[src/rtl/rasterizer_vertex_stream.sv]
// Avalon-MM read master that fetches a batch of fixed-size vertices and
// streams each complete vertex downstream through a valid/ready register.
module rasterizer_vertex_stream #(
  parameter int ADDR_W     = 26,
  parameter int DATA_W     = 32,
  parameter int WORDS      = 4,
  parameter int FIFO_DEPTH = 8
) (
  input  logic                    clock,
  input  logic                    reset,
  output logic [ADDR_W-1:0]       master_address,
  output logic                    master_read,
  output logic                    master_write,
  output logic [DATA_W/8-1:0]     master_byteenable,
  output logic [DATA_W-1:0]       master_writedata,
  input  logic                    master_waitrequest,
  input  logic [DATA_W-1:0]       master_readdata,
  input  logic                    master_readdatavalid,
  input  logic                    fetch_enable,
  input  logic [ADDR_W-1:0]       addr_in,
  input  logic [15:0]             vertex_count,
  input  logic [ADDR_W-1:0]       stride,
  output logic                    out_valid,
  input  logic                    out_ready,
  output logic [WORDS*DATA_W-1:0] vertex_out,
  output logic                    fetch_busy,
  output logic                    done,
  output logic                    rsp_error
);

  localparam int WI_W  = $clog2(WORDS);
  localparam int PTR_W = $clog2(FIFO_DEPTH);
  localparam int CNT_W = PTR_W + 1;
  localparam logic [CNT_W:0]  DEPTH_L   = (CNT_W+1)'(FIFO_DEPTH);
  localparam logic [WI_W-1:0] LAST_WORD = WI_W'(WORDS - 1);

  typedef enum logic [1:0] {
    IDLE       = 2'd0,
    ISSUE      = 2'd1,
    WAIT_DRAIN = 2'd2
  } state_t;

  state_t                  r_state;
  state_t                  w_state_nxt;
  logic [ADDR_W-1:0]       r_addr;
  logic [ADDR_W-1:0]       r_vbase;
  logic [ADDR_W-1:0]       r_stride;
  logic [15:0]             r_vleft;
  logic [15:0]             r_out_left;
  logic [WI_W-1:0]         r_widx;
  logic                    r_read;
  logic                    r_busy;
  logic                    r_done;
  logic                    r_err;
  logic [CNT_W-1:0]        r_pending;
  logic [CNT_W-1:0]        r_fcount;
  logic [PTR_W-1:0]        r_wptr;
  logic [PTR_W-1:0]        r_rptr;
  logic [DATA_W-1:0]       r_mem [FIFO_DEPTH];
  logic [WORDS*DATA_W-1:0] r_asm;
  logic [WI_W-1:0]         r_asm_cnt;
  logic [WORDS*DATA_W-1:0] r_vertex;
  logic                    r_out_valid;

  logic                    w_start;
  logic                    w_accept;
  logic                    w_last_word;
  logic                    w_push;
  logic                    w_pop;
  logic                    w_hs;
  logic                    w_asm_last;
  logic [CNT_W-1:0]        w_pend_nxt;
  logic [CNT_W-1:0]        w_fcnt_nxt;
  logic                    w_credit_ok;
  logic                    w_read_nxt;
  logic                    w_busy_nxt;
  logic                    w_done_nxt;
  logic [DATA_W-1:0]       w_fifo_rdata;
  logic [WORDS*DATA_W-1:0] w_vertex_nxt;

  assign w_start     = (r_state == IDLE) && fetch_enable;
  assign w_accept    = r_read && !master_waitrequest;
  assign w_last_word = (r_widx == LAST_WORD) && (r_vleft == 16'd1);
  // A response with nothing outstanding is stray: flag it, never store it.
  assign w_push      = master_readdatavalid && (r_pending != CNT_W'(0));
  assign w_pop       = (r_fcount != CNT_W'(0)) && (!r_out_valid || out_ready);
  assign w_hs        = r_out_valid && out_ready;
  assign w_asm_last  = w_pop && (r_asm_cnt == LAST_WORD);
  assign w_pend_nxt  = r_pending + CNT_W'(w_accept) - CNT_W'(w_push);
  assign w_fcnt_nxt  = r_fcount + CNT_W'(w_push) - CNT_W'(w_pop);
  assign w_credit_ok = ({1'b0, w_pend_nxt} + {1'b0, w_fcnt_nxt}) < DEPTH_L;
  assign w_fifo_rdata = r_mem[r_rptr];

  assign master_address    = r_addr;
  assign master_read       = r_read;
  assign master_write      = 1'b0;
  assign master_byteenable = {(DATA_W/8){1'b1}};
  assign master_writedata  = {DATA_W{1'b0}};
  assign out_valid         = r_out_valid;
  assign vertex_out        = r_vertex;
  assign fetch_busy        = r_busy;
  assign done              = r_done;
  assign rsp_error         = r_err;

  // Issue FSM state register
  always_ff @(posedge clock or negedge reset) begin
    if (!reset) begin
      r_state <= IDLE;
    end else begin
      r_state <= w_state_nxt;
    end
  end

  // Issue FSM next-state logic
  always_comb begin
    w_state_nxt = r_state;
    case (r_state)
      IDLE: begin
        if (fetch_enable && (vertex_count != 16'd0)) w_state_nxt = ISSUE;
        else                                         w_state_nxt = IDLE;
      end
      ISSUE: begin
        if (w_accept && w_last_word) w_state_nxt = WAIT_DRAIN;
        else                         w_state_nxt = ISSUE;
      end
      WAIT_DRAIN: begin
        if (w_hs && (r_out_left == 16'd1)) w_state_nxt = IDLE;
        else                               w_state_nxt = WAIT_DRAIN;
      end
      default: w_state_nxt = IDLE;
    endcase
  end

  // Issue FSM outputs; a stalled request is held regardless of credit
  always_comb begin
    w_read_nxt = 1'b0;
    if (r_read && master_waitrequest) begin
      w_read_nxt = 1'b1;
    end else if (w_state_nxt == ISSUE) begin
      w_read_nxt = w_credit_ok;
    end else begin
      w_read_nxt = 1'b0;
    end
    w_busy_nxt = (w_state_nxt != IDLE) || (w_start && (vertex_count == 16'd0));
    w_done_nxt = ((r_state == WAIT_DRAIN) && (w_state_nxt == IDLE)) ||
                 (w_start && (vertex_count == 16'd0));
  end

  // Registered control outputs
  always_ff @(posedge clock or negedge reset) begin
    if (!reset) begin
      r_read <= 1'b0;
      r_busy <= 1'b0;
      r_done <= 1'b0;
      r_err  <= 1'b0;
    end else begin
      r_read <= w_read_nxt;
      r_busy <= w_busy_nxt;
      r_done <= w_done_nxt;
      if (master_readdatavalid && (r_pending == CNT_W'(0))) r_err <= 1'b1;
    end
  end

  // Address walk: word step of 4 bytes, vertex step by stride, both wrapping
  always_ff @(posedge clock or negedge reset) begin
    if (!reset) begin
      r_addr     <= ADDR_W'(0);
      r_vbase    <= ADDR_W'(0);
      r_stride   <= ADDR_W'(0);
      r_vleft    <= 16'd0;
      r_out_left <= 16'd0;
      r_widx     <= WI_W'(0);
    end else begin
      if (w_start) begin
        r_addr     <= addr_in;
        r_vbase    <= addr_in;
        r_stride   <= stride;
        r_vleft    <= vertex_count;
        r_out_left <= vertex_count;
        r_widx     <= WI_W'(0);
      end else begin
        if (w_accept) begin
          if (r_widx == LAST_WORD) begin
            r_addr  <= r_vbase + r_stride;
            r_vbase <= r_vbase + r_stride;
            r_widx  <= WI_W'(0);
            r_vleft <= r_vleft - 16'd1;
          end else begin
            r_addr <= r_addr + ADDR_W'(4);
            r_widx <= r_widx + WI_W'(1);
          end
        end
        if (w_hs) r_out_left <= r_out_left - 16'd1;
      end
    end
  end

  // Outstanding-read counter and read-data FIFO pointers
  always_ff @(posedge clock or negedge reset) begin
    if (!reset) begin
      r_pending <= CNT_W'(0);
      r_fcount  <= CNT_W'(0);
      r_wptr    <= PTR_W'(0);
      r_rptr    <= PTR_W'(0);
    end else begin
      r_pending <= w_pend_nxt;
      r_fcount  <= w_fcnt_nxt;
      if (w_push) r_wptr <= r_wptr + PTR_W'(1);
      if (w_pop)  r_rptr <= r_rptr + PTR_W'(1);
    end
  end

  // FIFO storage
  always_ff @(posedge clock) begin
    if (w_push) r_mem[r_wptr] <= master_readdata;
  end

  // Last word goes straight into the output register alongside the staged words
  always_comb begin
    w_vertex_nxt = r_asm;
    w_vertex_nxt[(WORDS-1)*DATA_W +: DATA_W] = w_fifo_rdata;
  end

  // Vertex assembler and output register
  always_ff @(posedge clock or negedge reset) begin
    if (!reset) begin
      r_asm       <= {(WORDS*DATA_W){1'b0}};
      r_asm_cnt   <= WI_W'(0);
      r_vertex    <= {(WORDS*DATA_W){1'b0}};
      r_out_valid <= 1'b0;
    end else begin
      if (w_pop) begin
        if (w_asm_last) begin
          r_vertex  <= w_vertex_nxt;
          r_asm_cnt <= WI_W'(0);
        end else begin
          r_asm[r_asm_cnt*DATA_W +: DATA_W] <= w_fifo_rdata;
          r_asm_cnt <= r_asm_cnt + WI_W'(1);
        end
      end
      if (w_asm_last) r_out_valid <= 1'b1;
      else if (w_hs)  r_out_valid <= 1'b0;
    end
  end

endmodule

[config.mk]
export PLATFORM = sky130hd
export DESIGN_NAME = rasterizer_vertex_stream
export DESIGN_NICKNAME = d
export VERILOG_FILES = /design/src/rtl/rasterizer_vertex_stream.sv
export SDC_FILE = /design/constraint.sdc
export NUM_CORES = 1
export LEC_CHECK = 0
export BUFFER_PORTS_ARGS = -buffer_cell sky130_fd_sc_hd__buf_2
export CORE_MARGIN = 2
export CORE_UTILIZATION = 59
export DETAILED_ROUTE_END_ITERATION = 6
export GPL_ROUTABILITY_DRIVEN = 1
export PLACE_DENSITY_LB_ADDON = 0.2
export SKIP_CTS_REPAIR_TIMING = 1
export SYNTH_ARGS = -nofsm -noshare
export SYNTH_HDL_FRONTEND = slang
export SYNTH_SLANG_ARGS = --single-unit
[constraint.sdc]
create_clock -name clock -period 6.6 [get_ports clock]
set_input_delay 0.99 -clock clock [delete_from_list [all_inputs] [get_ports clock]]
set_output_delay 0.99 -clock clock [all_outputs]
set_load 0.02 [all_outputs]
==> impl_results.md, run 1 <==
* Slew Limit Headroom at 16.49%
* Post-synthesis register bit count at 615
* TritonCTS Buffers at 61
* Slew Limit Fails at 0
* WL/cell at 21.22 um
* First-pass GRT wire length at 96.46 mm
* Post-synth top flop: dfrtp_1
* Initial antenna violation count at 14
* VDD IR max at 0.0002629 V
* RR Startpoint: r_fcount[2]$_DFF_PN0_
* Seq/Total Area, Yosys at 63.50%
* Post-synth EDFFs at 256
* Share of total power in combinational logic at 36.7%
* Vias in the first global route at 17,110
* Clock power frac at 23.6%
* Num rows at 77
* Required time of the critical path at 7.12 ns
* Period utilization at 55.67%
* Post-DRT Antenna Nets at 0
* DR DRC count at 0
* Via count at 17,130
* Area grow syn2layout at 14.72%
* Run status: finished, final reports clean
* R2R depth at 7
* Worst Path Max Fanout at 33
* CTS tree: done
* Power Dens Cells at 497.4 nW/um2
* Crit path kind: reg2reg
* Clock Skew at 0.02073 ns
* Worst skew pair latency at 0.64 ns
* Fmax at 272.2 MHz
* Reg clk slew, reported paths at 0.06 ns
* # setup viols final at 0
* Reg-to-reg endpoint: r_asm[45]$_DFFE_PN0P_
* Hold Violations, Final at 0
* Unrepaired setup endpoints after global routing: no
* Die Width at 214.9 um
* Root Driver: clkbuf_16
* Die height at 214.9 um
* Core area at 44,030 um2
* Worst setup path start: r_fcount[2]$_DFF_PN0_
* Yosys warning total at 0
* CTS Sinks at 615
* Drt via density at 5.899
* Max_cap viols at 0
* Hold Crit Class: in2async
* Routability cong. at 0.9110
* Post-Syn Area at 26,250 um2
* Clock Tree Buf Depth at 3
* DIE AREA at 46,200 um2
* P_sw at 5.667 mW
* Worst R2R Setup Slack at 2.93 ns
* Least-Margin Pin Slew at 1.250 ns
* Leakage at 13.04 nW
* Initial DRC count at 1,775
* Power share of the sequential group at 39.8%
* GRT Util Overall at 26.92%
* CTS H-tree lvls at 2
* Startpoint Class: flop
* Cells after Synth at 2,000
* Port Buffers at 264
* IO Count at 302
* Min Hold Slack at 0.4291 ns
* Async set-reset flop share out of synthesis at 58.37%
* Final nets at 2,409
* Hpwl dp at 39.02 mm
* Synth cell types at 79
* FILL cells at 3,153
* Setup TNS at 0 ns
* Setup crit end kind: flop
* Initial Util at 59.63%
* Largest net degree at the start of global routing at 117
* Routed wire length at 61.59 mm
* DRT Pass-1 Iters at 6
* Internal at 9.312 mW
* Sw Share at 37.83%
* Share of cells above drive strength 1 at 25.03%
* Global route overflow at 0
* Crit path time final at 3.674 ns
* Arrival @ worst endpoint at 4.20 ns
* Syn Area/Cell at 13.13 um2
-- synthesized netlist by cell type (all sizes together) (13+ instances only) --
cell	number	area [um2]
clkbuf	68	275.3
mux2i	40	400.4
nor2	84	315.3
o22ai	16	100.1
a21o	13	98.85
mux2	104	1175
a31oi	17	106.4
nand2	300	1126
edfxtp	256	7687
xnor2	36	315.3
xor2	24	210.2
nor3	26	141.4
dfrtp	359	8984
buf	63	390.4
nand3	25	142.6
mux4	64	1441
nor4	15	123.9
a21oi	95	486.7
o21ai	169	853.3
ha	48	600.6
inv	32	120.1
-- power by group through the flow --
stage / logic (mW) / registers (mW) / clock network (mW)
final: 5.49 / 5.96 / 3.53
after global routing: 6.02 / 6.08 / 3.76
after CTS: 5.50 / 5.95 / 3.58
after detailed placement: 5.45 / 6.00 / 0
after global placement: 5.30 / 5.94 / 0
after floorplan: 3.50 / 6.16 / 0
-- worst max-delay path, stage by stage (launching register included) --
cell,delay [ns]
dfrtp_1,0.32
inv_1,0.05
ha_1,0.22
a21oi_4,0.32
and2b_1,0.24
nand2_1,0.73
or4b_1,1.29
o21ai_0,0.39
-- metal layers --
layer,track usage (%),up-vias,part of all wire (%)
met5,0,-,0.14
met4,9.190,14,2.9
met3,5.492,132,6.6
met2,41.90,620,47
met1,38.36,8644,44
li1,-,7716,-
-- placed cells by master, fill, tap and decap left out, types with 20 or more instances in the layout --
cell type / instances
a21oi_1: 94
buf_2: 263
buf_4: 20
clkbuf_16: 61
conb_1: 37
dfrtp_1: 356
edfxtp_1: 256
ha_1: 48
inv_1: 32
mux2_2: 103
mux2i_1: 40
mux4_2: 64
nand2_1: 298
nand3_1: 23
nor2_1: 83
nor3_1: 22
o21ai_0: 159
xnor2_1: 36
xor2_1: 24
-- cell type report --
class | count | area, um2 | share of cell area, %
Sequential cell | 615 | 16680 | 55.37
Clock buffer | 87 | 1734 | 5.758
Tap cell | 592 | 740.7 | 2.459
Multi-Input combinational cell | 1257 | 8984 | 29.83
Timing Repair Buffer | 285 | 1501 | 4.985
Inverter | 32 | 120.1 | 0.3988
Clock inverter | 29 | 345.3 | 1.147
Antenna cell | 6 | 15.01 | 0.04985
-- cells by family after synthesis --
kind of cell,share of synthesized area (%)
flip-flops,63.50
AO/OA/AOI/OAI,8.512
adder cells (fa/ha/maj),2.516
other,0.02861
XOR/XNOR,2.002
AND/OR/NAND/NOR,8.955
multiplexers,11.49
buffers and inverters,2.993
-- registers in the layout, summed over array words and instances, names as in the netlist, 3 cells and up --
register        count
r_stride           26
r_mem             256
master_address     26
r_vbase            26
r_asm              96
r_rptr              3
r_out_left         16
r_wptr              3
vertex_out        128
r_vleft            16
r_fcount            4
r_pending           4
-- worst max-delay path by stage --
stage | to | slack [ns]
6_report | r_asm[45]$_DFFE_PN0P_ | 2.93
4_1_cts | r_asm[49]$_DFFE_PN0P_ | 2.86
3_5_place_dp | r_asm[45]$_DFFE_PN0P_ | 2.36
5_1_grt | r_asm[58]$_DFFE_PN0P_ | 2.62
2_1_floorplan | r_mem[1][0]$_DFFE_PP_ | 1.48
3_3_place_gp | r_asm[38]$_DFFE_PN0P_ | 2.59
-- metrics by stage --
stage | cells | power, mW | setup slack (ns) | cell area [um2] | utilization (%)
6_report | 2903 | 14.98 | 2.926 | 30120 | 68.40
4_1_cts | 2897 | 15.03 | 2.862 | 30100 | 68.37
5_1_grt | 2902 | 15.86 | 2.617 | 30120 | 68.40
3_3_place_gp | 2781 | 11.25 | 2.588 | 28020 | 63.65
2_1_floorplan | 2035 | 9.660 | 1.475 | 26380 | -
3_5_place_dp | 2781 | 11.45 | 2.365 | 28020 | 63.65
No activity file was read; power rests on OpenSTA's default activity.
==> inputs of run 2 (changes only) <==
CORE_UTILIZATION = 53   (was 59)
clock period = 2.97 ns   (was 6.6 ns; I/O delays follow)
==> run 2 against run 1 <==
  * Count of clock-buffer cells in the layout up 4
  * Core utilization down 5.8 points
  * Sequential share of layout area down 0.95 points
  * Sequential power up 120%
  * Total power up 120%
  * Non-clock buffer count up 47
  * Hold slack worse by 0.42 ns
  * Die area up 11%
  * Critical path depth up 4
==> impl_results.md, run 2 (same netlist as run 1, synthesis figures left out) <==
* Reg clk slew, reported paths at 0.06 ns (about the same)
* Global route overflow at 0 (unchanged)
* Initial Util at 53.63% (was 59.63%)
* Internal at 20.78 mW (was 9.312 mW)
* TritonCTS Buffers at 61 (unchanged)
* Via count at 17,230 (was 17,130)
* # setup viols final at 0 (unchanged)
* Worst R2R Setup Slack at 0.17 ns (was 2.93 ns)
* Period utilization at 94.14% (was 55.67%)
* Post-DRT Antenna Nets at 0 (unchanged)
* DR DRC count at 0 (unchanged)
* Share of cells above drive strength 1 at 26.56% (was 25.03%)
* Clock power frac at 22.2% (was 23.6%)
* CTS H-tree lvls at 2 (unchanged)
* Post-route insts no fill at 3,018 (was 2,903)
* Core area at 48,950 um2 (was 44,030 um2)
* Power share of the sequential group at 39.4% (was 39.8%)
* Routability cong. at 0.9630 (was 0.9110)
* Worst skew pair latency at 0.63 ns (was 0.64 ns)
* Routed wire length at 63.33 mm (was 61.59 mm)
* DRT Pass-1 Iters at 6 (unchanged)
* P_sw at 12.73 mW (was 5.667 mW)
* Top reg by flops: r_mem (unchanged)
* Root Driver: clkbuf_16 (unchanged)
* Pwr Total at 33.52 mW (was 14.98 mW)
* Initial antenna violation count at 13 (was 14)
* Share of total power in combinational logic at 38.4% (was 36.7%)
* Leakage at 13.27 nW (was 13.04 nW)
* Max_cap viols at 0 (unchanged)
* Clock Tree Buf Depth at 3 (unchanged)
* Hold Violations, Final at 0 (unchanged)
* Slew Limit Fails at 0 (unchanged)
* CTS Sinks at 615 (unchanged)
* Worst Path Max Fanout at 3 (was 33)
* GR met3 Demand/Resource at 5.183% (was 5.492%)
* Run status: finished, final reports clean (unchanged)
* Most frequent cells in the layout: dfrtp_1, nand2_1, buf_2 (unchanged)
* Sw Share at 37.99% (was 37.83%)
* Clock Skew at 0.01428 ns (was 0.02073 ns)
* Initial DRC count at 1,490 (was 1,775)
* WL/cell at 20.98 um (was 21.22 um)
* Required time of the critical path at 3.44 ns (was 7.12 ns)
* Pre-CTS setup slack at 0.1016 ns (was 2.365 ns)
* Placed cells at 2,895 (was 2,781)
* Max FFs per register at 256 (unchanged)
* Met1 GRT Util at 36.03% (was 38.36%)
* Final nets at 2,456 (was 2,409)
* Arrival @ worst endpoint at 3.27 ns (was 4.20 ns)
* Unrepaired setup endpoints after global routing: no (unchanged)
* Die Width at 226.6 um (was 214.9 um)
* VDD IR max at 0.0005579 V (was 0.0002629 V)
* CTS tree: done (unchanged)
* Worst Slack Setup Final at 0.1740 ns (was 2.926 ns)
* Slew Limit Headroom at 47.51% (was 16.49%)
* Hpwl dp at 42.06 mm (was 39.02 mm)
* Area grow syn2layout at 16.72% (was 14.72%)
* First-pass GRT wire length at 97.92 mm (was 96.46 mm)
* DIE AREA at 51,330 um2 (was 46,200 um2)
* Port Buffers at 264 (unchanged)
* Power Dens Cells at 1094 nW/um2 (was 497.4 nW/um2)
* Hold Crit Class: in2reg (was in2async)
* Least-Margin Pin Slew at 0.7654 ns (was 1.250 ns)
* Crit path time final at 2.796 ns (was 3.674 ns)
* Setup crit end kind: flop (unchanged)
* Die height at 226.6 um (was 214.9 um)
* Largest net degree at the start of global routing at 84 (was 117)
* IO Count at 302 (unchanged)
* Min Hold Slack at 0.009971 ns (was 0.4291 ns)
* M2 GR Usage at 38.33% (was 41.90%)
* Crit path kind: reg2reg (unchanged)
* Vias in the first global route at 17,220 (was 17,110)
* Drt via density at 5.708 (was 5.899)
* Num rows at 81 (was 77)
* Commonest non-fill, non-tap cell in the layout: dfrtp_1 (unchanged)
* Startpoint Class: flop (unchanged)
* GRT Util Overall at 25.02% (was 26.92%)
* Setup TNS at 0 ns (unchanged)
* Fmax at 357.7 MHz (was 272.2 MHz)
* GRT Max-Usage Layer: met2 (unchanged)
-- run 2: cell types whose count changed in the layout (fill, tap and decap cells not counted), moves of 2 or more --
cell / previous run / this run
diode_2: 6 / 8
clkinv_2: 7 / 11
buf_4: 20 / 50
clkbuf_1: 15 / 17
clkinv_1: 10 / 3
dlygate4sd3_1: 0 / 4
bufinv_16: 6 / 1
buf_12: 1 / 14
-- run 2: final cells by class --
class                      count  area (um2)
fill                        3795       18310
sequential                   615       16680
clock buffer                  91        1780
antenna                        8       20.02
tap                          664       830.8
inverter                      32       120.1
multi-input combinational   1257        9025
clock inverter                19       162.7
timing repair buffer         332        2027
-- run 2: power groups by stage --
stage / clock network (mW) / logic (mW) / registers (mW)
finish: 7.45 / 12.9 / 13.2
global route: 7.94 / 14.1 / 13.5
CTS: 7.61 / 12.8 / 13.2
detailed placement: 0 / 12.8 / 13.4
global placement: 0 / 12.5 / 13.2
floorplan: 0 / 7.78 / 13.7
-- run 2: path summary, 6_finish.rpt --
path | from | endpoint | cells past startpoint
setup / recovery | r_vbase[0]$_DFFE_PN0P_ | master_address[18]$_DFFE_PN0P_ | 11
hold / removal | stride[13] | r_stride[13]$_DFFE_PN0P_ | 3
setup reg to reg | r_vbase[0]$_DFFE_PN0P_ | master_address[18]$_DFFE_PN0P_ | 11
hold reg to reg | rsp_error$_DFFE_PN0P_ | rsp_error$_DFFE_PN0P_ | 1
max in group asynchronous | reset | r_asm[43]$_DFFE_PN0P_ | 3
min in group asynchronous | reset | r_vleft[12]$_DFFE_PN0P_ | 2
-- run 2: critical path, stage by stage (launching register included) --
cell,delay (ns)
dfrtp_1,0.35
ha_1,0.22
inv_1,0.07
fa_1,0.40
nor2b_1,0.21
o2111ai_2,0.19
a211oi_4,0.35
buf_4,0.18
o21ai_2,0.08
o31ai_1,0.28
xnor2_1,0.20
a21oi_1,0.10
-- run 2: through the flow --
| stage | util, % | cell area, um2 |
|---|---|---|
| floorplan | - | 26400 |
| global placement | 58.45 | 28610 |
| detailed placement | 58.45 | 28610 |
| CTS | 62.42 | 30550 |
| global route | 62.58 | 30630 |
| finish | 62.60 | 30640 |
-- run 2: metal layers --
layer  part of all wire [%]  wire, um
met1                     45     28200
met3                    6.6      4195
met4                    2.9      1846
met5                   0.11        72
met2                     46     29010
